### config.mk
export PLATFORM = sky130hd
export DESIGN_NAME = fft32_bf_sequencer_flat
export DESIGN_NICKNAME = d
export VERILOG_FILES = /design/src/rtl/fft32_pkg.sv /design/src/rtl/fft32_bf_sequencer_if.sv /design/src/rtl/fft32_bf_addr_gen.sv /design/src/rtl/fft32_bf_sequencer.sv /design/src/flat_wrapper.sv
export SDC_FILE = /design/constraint.sdc
export NUM_CORES = 1
export LEC_CHECK = 0
export BUFFER_PORTS_ARGS = -buffer_cell sky130_fd_sc_hd__buf_2
export CAP_MARGIN = 10
export CORE_AREA = 4 4 73 75
export CTS_BUF_LIST = sky130_fd_sc_hd__clkbuf_4
export CTS_CLUSTER_DIAMETER = 200
export DETAILED_ROUTE_END_ITERATION = 6
export DIE_AREA = 0 0 77 79
export GPL_TIMING_DRIVEN = 1
export PLACE_DENSITY_LB_ADDON = 0.08
export SETUP_SLACK_MARGIN = 0.05
export SLEW_MARGIN = 0
export SYNTH_ARGS = -nofsm -noshare
export SYNTH_HDL_FRONTEND = slang
export SYNTH_SLANG_ARGS = --single-unit
### constraint.sdc
create_clock -name clk -period 2.8 [get_ports clk]
set_input_delay 0.56 -clock clk [delete_from_list [all_inputs] [get_ports clk]]
set_output_delay 0.56 -clock clk [all_outputs]
set_load 0.005 [all_outputs]
### src/rtl/fft32_pkg.sv
`default_nettype none
// +--------------------------------------------------------------------+
// | fft32_pkg : shared constants and FSM state type for the FFT32 seq. |
// | Revision  : 1.0                                                    |
// +--------------------------------------------------------------------+
package fft32_pkg;
  localparam int N          = 32;
  localparam int LOG2N      = 5;
  localparam int NUM_BF     = 16;
  localparam int TW_IDX_W   = 4;
  localparam int ADDR_W     = 5;
  localparam int STAGE_W    = 3;
  localparam int BF_W       = 4;
  localparam int LAST_STAGE = LOG2N - 1;

  typedef enum logic [1:0] {
    ST_IDLE = 2'd0,
    ST_RUN  = 2'd1,
    ST_GAP  = 2'd2,
    ST_DONE = 2'd3
  } state_e;
endpackage
`default_nettype wire

### src/rtl/fft32_bf_sequencer_if.sv
`default_nettype none
// +--------------------------------------------------------------------+
// | fft32_bf_sequencer_if : butterfly beat bus (sequencer -> datapath) |
// | Revision              : 1.0                                        |
// +--------------------------------------------------------------------+
interface fft32_bf_sequencer_if;
  import fft32_pkg::*;

  logic                bf_valid;
  logic                bf_ready;
  logic [ADDR_W-1:0]   addr_a;
  logic [ADDR_W-1:0]   addr_b;
  logic [TW_IDX_W-1:0] tw_idx;
  logic [STAGE_W-1:0]  stage;
  logic                last_bf;

  modport master (
    output bf_valid, addr_a, addr_b, tw_idx, stage, last_bf,
    input  bf_ready
  );

  modport slave (
    input  bf_valid, addr_a, addr_b, tw_idx, stage, last_bf,
    output bf_ready
  );
endinterface
`default_nettype wire

### src/rtl/fft32_bf_addr_gen.sv
`default_nettype none
// +--------------------------------------------------------------------+
// | fft32_bf_addr_gen : (stage, butterfly) -> operand addrs + twiddle  |
// | Revision          : 1.0                                            |
// +--------------------------------------------------------------------+
module fft32_bf_addr_gen
  import fft32_pkg::*;
(
  input  logic [STAGE_W-1:0]  stage_i,
  input  logic [BF_W-1:0]     b_i,
  output logic [ADDR_W-1:0]   addr_a_o,
  output logic [ADDR_W-1:0]   addr_b_o,
  output logic [TW_IDX_W-1:0] tw_idx_o
);
  logic [ADDR_W-1:0] w_half;
  logic [BF_W-1:0]   w_mask;
  logic [BF_W-1:0]   w_pos;
  logic [BF_W-1:0]   w_grp_base;

  assign w_half     = ADDR_W'((N / 2) >> stage_i);
  assign w_mask     = BF_W'(w_half - 5'd1);
  assign w_pos      = b_i & w_mask;
  // b & ~mask equals grp*half, so one left shift gives grp*2*half
  assign w_grp_base = b_i & ~w_mask;

  assign addr_a_o = {w_grp_base, 1'b0} | {1'b0, w_pos};
  assign addr_b_o = addr_a_o | w_half;
  assign tw_idx_o = TW_IDX_W'(w_pos << stage_i);
endmodule
`default_nettype wire

### src/rtl/fft32_bf_sequencer.sv
`default_nettype none
// +--------------------------------------------------------------------+
// | fft32_bf_sequencer : 5-stage x 16-butterfly DIF FFT32 sequencer    |
// | Revision           : 1.0                                           |
// +--------------------------------------------------------------------+
module fft32_bf_sequencer
  import fft32_pkg::*;
#(
  parameter int BF_LATENCY = 3
) (
  input  logic                 clk,
  input  logic                 rst_n,
  input  logic                 start_i,
  output logic                 busy_o,
  output logic                 done_o,
  fft32_bf_sequencer_if.master bf_if
);
  localparam int GAP_W    = (BF_LATENCY > 1) ? $clog2(BF_LATENCY) : 1;
  localparam int GAP_LAST = (BF_LATENCY > 0) ? BF_LATENCY - 1 : 0;

  state_e              state_q, state_d;
  logic [STAGE_W-1:0]  stage_q, stage_d;
  logic [BF_W-1:0]     b_q, b_d;
  logic [GAP_W-1:0]    gap_q, gap_d;
  logic                valid_q, valid_d;
  logic                last_q, last_d;
  logic                busy_q, busy_d;
  logic                done_q, done_d;
  logic [ADDR_W-1:0]   addr_a_q, addr_b_q;
  logic [TW_IDX_W-1:0] tw_q;
  logic [ADDR_W-1:0]   w_addr_a, w_addr_b;
  logic [TW_IDX_W-1:0] w_tw;
  logic                w_fire;
  logic                w_stage_end;

  assign w_fire = valid_q & bf_if.bf_ready;

  // Addresses are computed from the next (stage, b) so they land registered
  fft32_bf_addr_gen u_addr_gen (
    .stage_i  (stage_d),
    .b_i      (b_d),
    .addr_a_o (w_addr_a),
    .addr_b_o (w_addr_b),
    .tw_idx_o (w_tw)
  );

  always_comb begin
    state_d     = state_q;
    stage_d     = stage_q;
    b_d         = b_q;
    gap_d       = gap_q;
    valid_d     = valid_q;
    busy_d      = busy_q;
    done_d      = 1'b0;
    w_stage_end = 1'b0;

    case (state_q)
      ST_IDLE: begin
        if (start_i) begin
          state_d = ST_RUN;
          stage_d = '0;
          b_d     = '0;
          valid_d = 1'b1;
          busy_d  = 1'b1;
        end
      end
      ST_RUN: begin
        if (w_fire) begin
          if (b_q != BF_W'(NUM_BF - 1)) begin
            b_d = b_q + 4'd1;
          end else if (BF_LATENCY == 0) begin
            w_stage_end = 1'b1;
          end else begin
            state_d = ST_GAP;
            gap_d   = '0;
            valid_d = 1'b0;
          end
        end
      end
      ST_GAP: begin
        if (gap_q == GAP_W'(GAP_LAST)) begin
          w_stage_end = 1'b1;
        end else begin
          gap_d = gap_q + 1'b1;
        end
      end
      ST_DONE: begin
        state_d = ST_IDLE;
        busy_d  = 1'b0;
        stage_d = '0;
        b_d     = '0;
      end
      default: state_d = ST_IDLE;
    endcase

    if (w_stage_end) begin
      gap_d = '0;
      if (stage_q == STAGE_W'(LAST_STAGE)) begin
        state_d = ST_DONE;
        valid_d = 1'b0;
        done_d  = 1'b1;
      end else begin
        state_d = ST_RUN;
        stage_d = stage_q + 3'd1;
        b_d     = '0;
        valid_d = 1'b1;
      end
    end

    last_d = valid_d && (b_d == BF_W'(NUM_BF - 1));
  end

  always_ff @(posedge clk or negedge rst_n) begin
    if (!rst_n) begin
      state_q  <= ST_IDLE;
      stage_q  <= '0;
      b_q      <= '0;
      gap_q    <= '0;
      valid_q  <= 1'b0;
      last_q   <= 1'b0;
      busy_q   <= 1'b0;
      done_q   <= 1'b0;
      addr_a_q <= '0;
      addr_b_q <= '0;
      tw_q     <= '0;
    end else begin
      state_q  <= state_d;
      stage_q  <= stage_d;
      b_q      <= b_d;
      gap_q    <= gap_d;
      valid_q  <= valid_d;
      last_q   <= last_d;
      busy_q   <= busy_d;
      done_q   <= done_d;
      addr_a_q <= w_addr_a;
      addr_b_q <= w_addr_b;
      tw_q     <= w_tw;
    end
  end

  assign bf_if.bf_valid = valid_q;
  assign bf_if.addr_a   = addr_a_q;
  assign bf_if.addr_b   = addr_b_q;
  assign bf_if.tw_idx   = tw_q;
  assign bf_if.stage    = stage_q;
  assign bf_if.last_bf  = last_q;
  assign busy_o         = busy_q;
  assign done_o         = done_q;
endmodule
`default_nettype wire

### src/flat_wrapper.sv
// flat-port wrapper written by rule: the top's interface ports become plain ports
module fft32_bf_sequencer_flat import fft32_pkg::*;
#(
  parameter int BF_LATENCY = 3
)
  (clk, rst_n, start_i, busy_o, done_o, bf_if_bf_valid, bf_if_addr_a, bf_if_addr_b, bf_if_tw_idx, bf_if_stage, bf_if_last_bf, bf_if_bf_ready);
  fft32_bf_sequencer_if bf_if_i ();
  input  logic clk;
  input  logic rst_n;
  input  logic start_i;
  output logic busy_o;
  output logic done_o;
  output wire logic [$bits(bf_if_i.bf_valid)-1:0] bf_if_bf_valid;
  output wire logic [$bits(bf_if_i.addr_a)-1:0] bf_if_addr_a;
  output wire logic [$bits(bf_if_i.addr_b)-1:0] bf_if_addr_b;
  output wire logic [$bits(bf_if_i.tw_idx)-1:0] bf_if_tw_idx;
  output wire logic [$bits(bf_if_i.stage)-1:0] bf_if_stage;
  output wire logic [$bits(bf_if_i.last_bf)-1:0] bf_if_last_bf;
  input wire logic [$bits(bf_if_i.bf_ready)-1:0] bf_if_bf_ready;
  assign bf_if_bf_valid = bf_if_i.bf_valid;
  assign bf_if_addr_a = bf_if_i.addr_a;
  assign bf_if_addr_b = bf_if_i.addr_b;
  assign bf_if_tw_idx = bf_if_i.tw_idx;
  assign bf_if_stage = bf_if_i.stage;
  assign bf_if_last_bf = bf_if_i.last_bf;
  assign bf_if_i.bf_ready = bf_if_bf_ready;
  fft32_bf_sequencer #(.BF_LATENCY(BF_LATENCY)) u_core (.clk(clk), .rst_n(rst_n), .start_i(start_i), .busy_o(busy_o), .done_o(done_o), .bf_if(bf_if_i));
endmodule
# Word-level counts from Yosys, hierarchy flattened
# Cells that the tools add are included.
# classes
n_addsub	4
n_eq_ne	12
n_shift	2
n_mux	33
bitwise	6
reduce_logical	8
# op_table
cell	n
$mux 4	5
$mux 2	9
$pmux 4 s3	1
$mux 1	10
$mux 3	3
$ne 3x2->1 const B	3
$and 4x4->4	2
$reduce_and 4->1	2
$eq 2x2->1 const B	3
$pmux 2 s3	1
$pmux 3 s2	1
$or 5x4->5	1
$or 5x5->5	1
$shr 5x3->5 const A	1
$add 4x1->4 const B	1
$eq 4x4->1 const B	1
$ne 4x4->1 const B	1
$not 4->4	1
$pmux 1 s2	2
$pmux 2 s2	1
$reduce_bool 4->1	1
$shl 4x3->4	1
$sub 4x1->4 const B	1
$add 3x1->3 const B	1
other kinds (11)	11
# word_totals
regBits	29
in_bits	4
out_inout_bits	21
word_cells	76

# Depth between registers and ports, before layout
# Gate-level depths: netlist of run 1.
# depth
ltp_word	10
ltp_mapped	10
ltp_nobuf	9

# Hierarchy
# From an unflattened synthesis of run 1, not the netlist that was laid out.
# unflattened
hier_cells	162
hier_area_um2	1657.8
# by_module_without_submodules
module	n_inst	cells_each	area_each_um2	seq_area_each_um2
fft32_bf_sequencer	1	110	1315.0	725.7
fft32_bf_addr_gen	1	52	342.8	0.0

# Worst setup path after synthesis of run 1
# Ideal clock, no wire load.
# synth_timing
path_type	register to register
from	reg u_core.state_q[0]
to	reg u_core.addr_b_q[2], in the netlist u_core.bf_if.addr_b[2]
setup_ns	0.121
arrival_ns	2.044
t_required_ns	2.679
path_slack_ns	0.635
stages_incl_launch_ff	9
n_path_buf	1
synth_period_minus_slack_ns	2.165
cell_sequence	dfrtp_1 inv_1 ha_1 and2_1 buf_4 a21oi_1 a311oi_4 mux2_4 o22a_1
# synth_via
elab_chain_cells	10
word_cells_on_any_way	18
classes_between	1 x add/sub; 3 x eq/ne; 1 x shift; 7 x mux; 5 x bitwise; 1 x reduce/logical
# synth_rtl
item	line_no	source
start, declared	fft32_bf_sequencer.sv:21	state_e state_q, state_d;
start signal, assigned	fft32_bf_sequencer.sv:127	state_q <= state_d;
$eq 2x2->1 / $logic_not 2->1 (equally long branches)	fft32_bf_sequencer.sv:57	case (state_q)
$pmux 3 s2	fft32_bf_sequencer.sv:57	
$mux 3	fft32_bf_sequencer.sv:98	if (stage_q == STAGE_W'(LAST_STAGE)) begin
$mux 3 *	fft32_bf_sequencer.sv:96	if (w_stage_end) begin
net u_core.stage_d[2]	fft32_bf_sequencer.sv:22	logic [STAGE_W-1:0] stage_q, stage_d;
$shr 5x3->5 *	fft32_bf_addr_gen.sv:20	assign w_half = ADDR_W'((N / 2) >> stage_i);
$sub 4x1->4	fft32_bf_addr_gen.sv:21	assign w_mask = BF_W'(w_half - 5'd1);
$not 4->4	fft32_bf_addr_gen.sv:24	assign w_grp_base = b_i & ~w_mask;
$and 4x4->4	fft32_bf_addr_gen.sv:24	
$or 5x4->5	fft32_bf_addr_gen.sv:26	assign addr_a_o = {w_grp_base, 1'b0} | {1'b0, w_pos};
$or 5x5->5 *	fft32_bf_addr_gen.sv:27	assign addr_b_o = addr_a_o | w_half;
net u_core.u_addr_gen.addr_b_o[2]	fft32_bf_addr_gen.sv:12	output logic [ADDR_W-1:0] addr_b_o,
end signal, assigned	fft32_bf_sequencer.sv:136	addr_b_q <= w_addr_b;
end, declared	fft32_bf_sequencer.sv:29	logic [ADDR_W-1:0] addr_a_q, addr_b_q;
# Mark *: on every way through the listed nets, which the timed path passes. The rest lies on a longest branch.
# A chain may end at the register's enable or synchronous reset.

# Worst setup path in the final report of run 1
# layout_timing
from	reg u_core.state_q[0]
to	reg u_core.addr_b_q[2], in the netlist u_core.bf_if.addr_b[2]
# layout_via
elab_chain_cells	10
word_cells_on_any_way	18
classes_between	1 x add/sub; 3 x eq/ne; 1 x shift; 7 x mux; 5 x bitwise; 1 x reduce/logical
# layout_rtl
item	line_no
$eq 2x2->1 / $logic_not 2->1 (equally long branches)	fft32_bf_sequencer.sv:57
$pmux 3 s2	fft32_bf_sequencer.sv:57
$mux 3	fft32_bf_sequencer.sv:98
$mux 3	fft32_bf_sequencer.sv:96
$shr 5x3->5	fft32_bf_addr_gen.sv:20
$sub 4x1->4	fft32_bf_addr_gen.sv:21
$not 4->4	fft32_bf_addr_gen.sv:24
$and 4x4->4	fft32_bf_addr_gen.sv:24
$or 5x4->5	fft32_bf_addr_gen.sv:26
$or 5x5->5 *	fft32_bf_addr_gen.sv:27
net u_core.u_addr_gen.addr_b_o[2]	fft32_bf_addr_gen.sv:12
# Marks and branches as above.

==> results.yml, run 1 <==
status:
  outcome: "completed"
floorplanning:
  core_um2: 4661
  die_w_um: 77
  ioPinCount: 25
  initial_core_util: 0.3466
  die_area_um2: 6083
  die_h_um: 79
  row_count: 25
layout:
  final_nets: 202
  drive_above_1_share: 0.2684
  fin_util: 0.4000
  areaGrowthSynthToFinish_pct: 15.41
  num_antenna_cells: 0
  final_cell_mix: "29 x dfrtp_1, 24 x buf_2, 15 x nand2_1"
  layout.cells.most_common: "dfrtp_1"
sta:
  setup_slack_ps: 414.6
  final_max_slew_viol_count: 0
  timing.hold.ws_ps: 237.2
  finalClockSkew_ps: 18.49
  rsz0062_at_grt: "false"
  finalCritPeriodShare: 0.8519
  timing.final.hold_violations: 0
  relSlewSlack: 0.5620
  worst_pin_slew_ps: 657.0
  fin_crit_ps: 2385
  setup-violations-final: 0
  max_freq_ghz: 0.4192
  final.setup.tns_ps: 0
cts:
  clk_pin_slew_ps: 110
  clock-root-buffer: "clkbuf_4"
  postCtsHoldBufs: 0
  post_cts_resized: 0
  cts_setup_buffers: 0
  h-tree-depth: 2
  numClockSinks: 29
  clockBufferDepth: 2
  clkLatencyLatePin_ps: 340
  cts_tree: "done"
  cts_buffers: 5
critical_path:
  endpoint_kind: "register"
  path_cells: "inv_1 > ha_1 > nand2_1 > nor2_2 > mux2_2 > mux2_4 > o22a_1"
  arrival_ps: 2600
  cpMaxStageDelayCell: "mux2_2"
  cp-start-kind: "register"
  cp.required_ps: 3020
  crit_fanout: 8
  critPathKind: "register to register"
  cp_slowest_stage_delay_ps: 460
detailed_routing:
  finalWirelength_um: 3742
  viasPerCell: 5.434
  ant_nets: 0
  wire_per_inst_um: 15.34
  first_pass_iters: 6
  first_iter_violations: 113
  drc: 0
  dr_total_vias: 1326
place:
  gp_congestion: 0.7900
  numPortBuffers: 24
  dp_hpwl_um: 2807
  dp_slack_ps: 445.5
pwr:
  leakage_nw: 0.8973
  power.density_nw_per_um2: 760.5
  vdd_drop_max_mv: 0.2557
logic_synthesis:
  synth.avg_cell_area_um2: 10.22
  ys_seq_elements: 29
  synth-seq-area-share: 0.4493
  ys.warnings.count: 0
  syn-num-nets: 171
  synth-main-ff-cell: "dfrtp_1"
  synth_edf_count: 0
  synth_area_um2: 1615
  synth_cell_type_count: 47
  syn_inst: 158
  async_reset_ff_frac: 1.000
global_route:
  grt_pass1_wl_um: 6630
  antenna_found_initial: 0
  grt_overflow: 0
  grt_usage: 0.1408
  grt_max_degree: 30
  grt_pass1_vias: 1322
job:
  max_cap_viol_count: 0
min_path:
  min-delay-path-class: "primary input to async pin"
[logic make-up after synthesis]
logic type / count (synthesis) / synth area share
AND/OR/NAND/NOR: 55 / 0.1751
XOR/XNOR: 1 / 0.01007
AO/OA/AOI/OAI: 41 / 0.2037
adder cells (fa/ha/maj): 9 / 0.06971
multiplexers: 7 / 0.04957
flip-flops: 29 / 0.4493
buffers and inverters: 16 / 0.04259
[state kept, by name, summed over array words and instances, names as in the netlist]
name and cells:
u_core.bf_if.addr_b 5, u_core.state_q 2, u_core.bf_if.stage 3, u_core.b_q 4, u_core.done_o 1, u_core.bf_if.tw_idx 4, u_core.gap_q 2, u_core.bf_if.addr_a 5
u_core.bf_if.bf_valid 1, u_core.bf_if.last_bf 1, u_core.busy_o 1
[synth_stat cells (all sizes together), types with 3 or more instances]
cell	number	area [um2]
dfrtp	29	725.7
nand2	15	56.30
inv	12	45.04
nor2	11	43.80
ha	9	112.6
o21ai	9	45.04
nand3	8	40.04
and2	5	32.53
mux2	5	60.05
a22oi	4	30.03
a31oi	4	25.02
a211oi	3	27.52
a21oi	3	15.01
buf	3	20.01
nand4	3	18.77
[stage by stage]
stage	area (um2)	power, mW	std cells
6_report	1864	1.418	244
3_5_place_dp	1809	1.176	236
5_1_grt	1864	1.559	244
2_1_floorplan	1615	1.009	158
4_1_cts	1864	1.436	244
3_3_place_gp	1809	1.166	236
[worst max-delay path, delay by kind of cell, from the launching register on]
kind            cells  cell delay, ps
mux                 2             770
simple gates        2             550
compound gates      1             200
flops               1             430
buf+inv             1             120
fa+ha+maj           1             200
[area by class of cell]
cell class                 instances  area [um2]
fill                             441        2796
tap                               54       67.56
clock inverter                     2       10.01
clock buffer                       6       45.04
inverter                          12       45.04
multi-input combinational        113       820.8
sequential                        29       725.7
timing repair buffer              28       150.1
[layer usage]
layer / GRT usage / wire length (um) / vias up
met4: 0.04804 / 60 / 0
met2: 0.2047 / 1652 / 33
met1: 0.1971 / 1824 / 643
met3: 0.04535 / 204 / 6
met5: 0 / 0 / -
li1: - / - / 644
[power breakdown]
group          switching [mW]  internal [mW]  leakage (nW)
logic                   0.353          0.258         0.479
registers              0.0522          0.502         0.383
clock network           0.148          0.105        0.0354
[final timing paths]
| kind | slack, ps | cells past startpoint | from | end |
|---|---|---|---|---|
| setup reg to reg | 410 | 7 | u_core.state_q[0] | u_core.bf_if.addr_b[2] |
| setup / recovery | 410 | 7 | u_core.state_q[0] | u_core.bf_if.addr_b[2] |
| hold reg to reg | 520 | 1 | u_core.gap_q[1] | u_core.gap_q[1] |
| min in group clk | 520 | 1 | u_core.gap_q[1] | u_core.gap_q[1] |
| max in group asynchronous | 2110 | 1 | rst_n | u_core.bf_if.stage[2] |
| hold / removal | 240 | 1 | rst_n | u_core.done_o |
Note: power is estimated with default switching activity, not from simulation.
==> run 2, diff against run 1 <==
PLACE_DENSITY_LB_ADDON = unset   (was 0.08)
clock period = 3.08 ns   (was 2.8 ns; I/O delays follow)
==> run 2 against run 1 <==
  * Die area did not move
  * Utilization rose by 0.19 points
  * Maximum frequency fell by 4.4%
  * Sequential power fell by 8.8%
  * Hold slack improved by 62 ps
  * Final cell count fell by 0.82%
  * Routed wire length fell by 5.4%
  * Critical path depth did not move
  * First-iteration DRC count fell by 42%
  * Combinational power fell by 10%
  * Critical path type unchanged
==> results.yml, run 2 (same netlist as run 1, synthesis figures left out) <==
status:
  outcome: "completed"
job:
  max_cap_viol_count: 0
detailed_routing:
  wire_per_inst_um: 14.62
  m1WireLength_um: 1705
  wl_met3_um: 145
  first_iter_violations: 65
  ant_nets: 0
  dr_wl_met2_um: 1614
  drc: 0
  first_pass_iters: 5
  viasPerCell: 5.211
  finalWirelength_um: 3539
  highest_layer: "met4"
  dr_total_vias: 1261
layout:
  drive_above_1_share: 0.2553
  multi_input_area_um2: 820.8
  final_nets: 200
  areaGrowthSynthToFinish_pct: 15.96
  layout.cells.most_common: "dfrtp_1"
  num_antenna_cells: 0
  num-fill-cells: 451
  area.sequential_um2: 725.7
  final_cell_mix: "29 x dfrtp_1, 24 x buf_2, 15 x nand2_1"
floorplanning:
  die_h_um: 79
  die_w_um: 77
  core_um2: 4661
  ioPinCount: 25
  row_count: 25
  die_area_um2: 6083
  initial_core_util: 0.3466
place:
  dp_hpwl_um: 2497
  numPortBuffers: 24
  dp_slack_ps: 624.7
  gp_congestion: 0.7761
sta:
  setup-violations-final: 0
  max_freq_ghz: 0.4008
  final.setup.tns_ps: 0
  fin_crit_ps: 2495
  relSlewSlack: 0.5729
  worst_pin_slew_ps: 636.9
  setup_slack_ps: 585.1
  finalClockSkew_ps: 2.994
  rsz0062_at_grt: "false"
  timing.final.hold_violations: 0
  finalCritPeriodShare: 0.8100
  final_max_slew_viol_count: 0
cts:
  cts_tree: "done"
  clock-root-buffer: "clkbuf_4"
  cts_buffers: 5
  cts_setup_buffers: 0
  postCtsHoldBufs: 0
  clkLatencyLatePin_ps: 320
  clockBufferDepth: 2
  post_cts_resized: 0
  clk_pin_slew_ps: 90
  numClockSinks: 29
  h-tree-depth: 2
pwr:
  power.density_nw_per_um2: 731.7
  vdd_drop_max_mv: 0.2595
  leakage_nw: 0.8942
  p_total_mw: 1.370
global_route:
  antenna_found_initial: 0
  grt_usage: 0.1251
  grt_pass1_wl_um: 6092
  grt_overflow: 0
  grt_max_degree: 30
  grt_pass1_vias: 1260
critical_path:
  crit_fanout: 10
  cp.required_ps: 3300
  critPathKind: "register to register"
  endpoint_kind: "register"
  arrival_ps: 2710
  cp-start-kind: "register"
min_path:
  min-delay-path-class: "primary input to async pin"
-- run 2: cell types whose count changed in the layout (fill, tap and decap cells not counted), sizes merged --
cell and change:
bufinv +1, clkinv -1, buf -2
-- run 2: area by class of cell --
type | instances | area share
inverters | 12 | 0.02405
flip-flops and latches | 29 | 0.3874
clock inverters | 2 | 0.01804
repair buffers | 26 | 0.07214
clock buffers | 6 | 0.02405
well taps | 54 | 0.03607
multi-input cells | 113 | 0.4382
-- run 2: through the flow --
step                area (um2)    util  hold slack (ps)  instances
detailed placement        1794  0.3850            499.1        234
CTS                       1873  0.4019            308.8        242
global route              1873  0.4019            355.1        242
floorplan                 1615       -            320.4        158
finish                    1873  0.4019            298.8        242
global placement          1794  0.3850            495.8        234
-- run 2: final timing paths --
kind                                   start                     end  slack (ps)  cells after the start
min in group clk             u_core.gap_q[1]         u_core.gap_q[1]         520                      1
hold reg to reg              u_core.gap_q[1]         u_core.gap_q[1]         520                      1
setup / recovery           u_core.state_q[0]  u_core.bf_if.addr_b[2]         590                      7
hold / removal                         rst_n       u_core.state_q[0]         300                      1
max in group asynchronous              rst_n         u_core.gap_q[1]        2370                      1
setup reg to reg           u_core.state_q[0]  u_core.bf_if.addr_b[2]         590                      7
-- run 2: worst max-delay path, cell delays in order, from the launching register on --
cell	delay, ps
dfrtp_1	420
inv_1	120
ha_1	190
and2_1	350
a21oi_1	160
a311oi_4	580
mux2_4	370
o22a_1	190
-- run 2: report_power, final --
part | switching (mW) | internal (mW) | leakage (nW)
logic | 0.314 | 0.235 | 0.468
registers | 0.0489 | 0.457 | 0.383
clock network | 0.138 | 0.178 | 0.0433
total | 0.501 | 0.870 | 0.894
-- run 2: metal layers --
layer,global-route usage,vias up
met3,0.02721,7
met5,0,-
met4,0.04804,0
met1,0.1657,598
li1,-,630
met2,0.2003,26
==> run 3, diff against run 2 <==
ABC_AREA = 1   (was unset)
CORE_AREA = 4 4 72 74   (was 4 4 73 75)
DIE_AREA = 0 0 76 78   (was 0 0 77 79)
clock period = 2.38 ns   (was 3.08 ns; I/O delays follow)
==> run 3 against run 2 <==
  * Design area fell by 1.4%
  * Synthesized cell count rose by 15%
  * Register-to-register slack got worse by 260 ps
  * Global-route usage fell by 0.76 points
  * Via count fell by 1.1%
  * Combinational power rose by 110%
  * Routed wire length fell by 10%
  * Critical path type unchanged
  * Largest power group unchanged
==> results.yml, run 3 <==
status:
  outcome: "completed"
detailed_routing:
  first_iter_violations: 87
  viasPerCell: 4.670
  dr_total_vias: 1247
  first_pass_iters: 5
  ant_nets: 0
  drc: 0
  finalWirelength_um: 3186
  wire_per_inst_um: 11.93
critical_path:
  r2r_slack_ps: 320
  endpoint_kind: "register"
  cp.required_ps: 2590
  cp-start-kind: "register"
  crit_fanout: 11
  arrival_ps: 2270
  critPathKind: "register to register"
floorplanning:
  die_area_um2: 5928
  die_h_um: 78
  die_w_um: 76
  ioPinCount: 25
  core_um2: 4598
  initial_core_util: 0.3410
  row_count: 25
cts:
  clockBufferDepth: 2
  numClockSinks: 29
  clk_pin_slew_ps: 100
  clkLatencyLatePin_ps: 340
  h-tree-depth: 2
  postCtsHoldBufs: 0
  clock-root-buffer: "clkbuf_4"
  cts_setup_buffers: 0
  cts_buffers: 5
  cts_tree: "done"
  post_cts_resized: 0
global_route:
  grt_pass1_wl_um: 5671
  grt_max_degree: 30
  grt_usage: 0.1175
  grt_pass1_vias: 1206
  grt_overflow: 0
  antenna_found_initial: 0
sta:
  finalCritPeriodShare: 0.8637
  fin_crit_ps: 2056
  setup-violations-final: 0
  rsz0062_at_grt: "false"
  finalClockSkew_ps: 8.814
  max_freq_ghz: 0.4864
  final_max_slew_viol_count: 0
  worst_pin_slew_ps: 655.2
  final.setup.tns_ps: 0
  timing.final.hold_violations: 0
  relSlewSlack: 0.5632
job:
  max_cap_viol_count: 0
logic_synthesis:
  synth_top_area_share: 0.4629
  synth_area_um2: 1568
  yosysMostFrequentCell: "nand2_1"
  ys.warnings.count: 0
  syn-num-nets: 195
  syn_inst: 182
  ys_seq_elements: 29
  yosys.area.top_type: "dfrtp_1"
  synth_cell_type_count: 28
  synth-seq-area-share: 0.4629
  synth.avg_cell_area_um2: 8.614
  synth_commonest_cells: "45 x nand2_1, 29 x dfrtp_1, 26 x inv_1"
  synth_edf_count: 0
  async_reset_ff_frac: 1.000
  synth_area_leaders: "dfrtp_1 46%, nand2_1 11%, ha_1 7.2%, inv_1 6.2%, nand3_1 3.8%"
  synth-main-ff-cell: "dfrtp_1"
layout:
  areaGrowthSynthToFinish_pct: 17.80
  area.sequential_um2: 725.7
  fin_util: 0.4016
  final_nets: 225
  multi_input_area_um2: 701.9
  final_cell_mix: "45 x nand2_1, 29 x dfrtp_1, 26 x inv_1"
  num-fill-cells: 483
  num_antenna_cells: 0
  layout.cells.most_common: "nand2_1"
  final-instance-count-excl-fill: 267
  drive_above_1_share: 0.2582
place:
  dp_hpwl_um: 2429
  dpl.cell_count: 259
  gp_congestion: 0.7981
  numPortBuffers: 24
min_path:
  min-delay-path-class: "primary input to async pin"
pwr:
  power.density_nw_per_um2: 1293
  leakage_nw: 1.060
  vdd_drop_max_mv: 0.4875
==> run 3: cell count changes in the layout (fill, tap and decap cells not counted), sizes merged, moves of 3 or more <==
cell | before | now
a21oi | 3 | 7
a22oi | 4 | 0
a31oi | 4 | 0
and2 | 5 | 0
inv | 12 | 33
mux2 | 5 | 0
nand2 | 15 | 53
nand3 | 8 | 14
o211ai | 2 | 5
==> run 3: worst max-delay path, cell delays in order, from the launching register on <==
cell and delay [ps]:
dfrtp_1 410, inv_1 120, ha_1 210, nand2_2 110, inv_2 70, nand2_2 150, nand3_1 160, o21ai_4 110
inv_2 130, nand3_4 110, nand2_2 100, inv_4 50, nand2_1 80, o211ai_1 110
==> run 3: kinds of logic (layout without fill, tap and decap cells) <==
group | Yosys count | after routing | share of synthesized area
flops | 29 | 29 | 0.4629
simple gates | 83 | 83 | 0.2458
buf+inv | 34 | 65 | 0.08938
fa+ha+maj | 9 | 9 | 0.07183
xor+xnor | 1 | 1 | 0.005588
compound gates | 26 | 26 | 0.1245
==> run 3: report_power, final <==
part           total (mW)  leakage, nW  internal, mW  switching [mW]
sequential          0.745        0.381         0.652          0.0934
clock               0.517       0.0552         0.325           0.192
combinational        1.13        0.625         0.422           0.704
total                2.39         1.06          1.40           0.989
==> run 3: per-stage QoR <==
step | hold slack, ps | power, mW | setup WS [ps] | cell area (um2)
2_1_floorplan | 180.4 | 1.601 | 557.9 | 1568
3_3_place_gp | 486.3 | 1.889 | 354.6 | 1744
3_5_place_dp | 487.5 | 1.904 | 314.3 | 1744
4_1_cts | 171.6 | 2.428 | 299.4 | 1847
5_1_grt | 199.0 | 2.633 | 100.9 | 1847
6_report | 148.4 | 2.387 | 324.3 | 1847
==> run 3: layout make-up <==
cell class,instances,area share
Sequential cell,29,0.3930
Multi-Input combinational cell,119,0.3801
Inverter,33,0.06978
Timing Repair Buffer,24,0.06504
Tap cell,54,0.03659
Clock inverter,3,0.03523
Clock buffer,5,0.02033
==> run 3: worst paths after layout <==
path / start / endpoint / cells after the start
min in group clk: start_i / u_core.busy_o / 5
worst max register to register: u_core.state_q[0] / u_core.bf_if.addr_b[2] / 13
worst min-delay path: rst_n / u_core.bf_if.stage[1] / 1
worst min register to register: u_core.gap_q[1] / u_core.gap_q[1] / 1
max in group asynchronous: rst_n / u_core.bf_if.addr_b[2] / 1
worst max-delay path: u_core.state_q[0] / u_core.bf_if.addr_b[2] / 13
==> run 3: per-layer routing <==
layer | up-vias | global-route usage | share of wire
met5 | - | 0 | 0
met4 | 0 | 0.05338 | 0.022
met3 | 6 | 0.02900 | 0.038
met1 | 580 | 0.1564 | 0.48
met2 | 26 | 0.1789 | 0.46
li1 | 635 | - | -
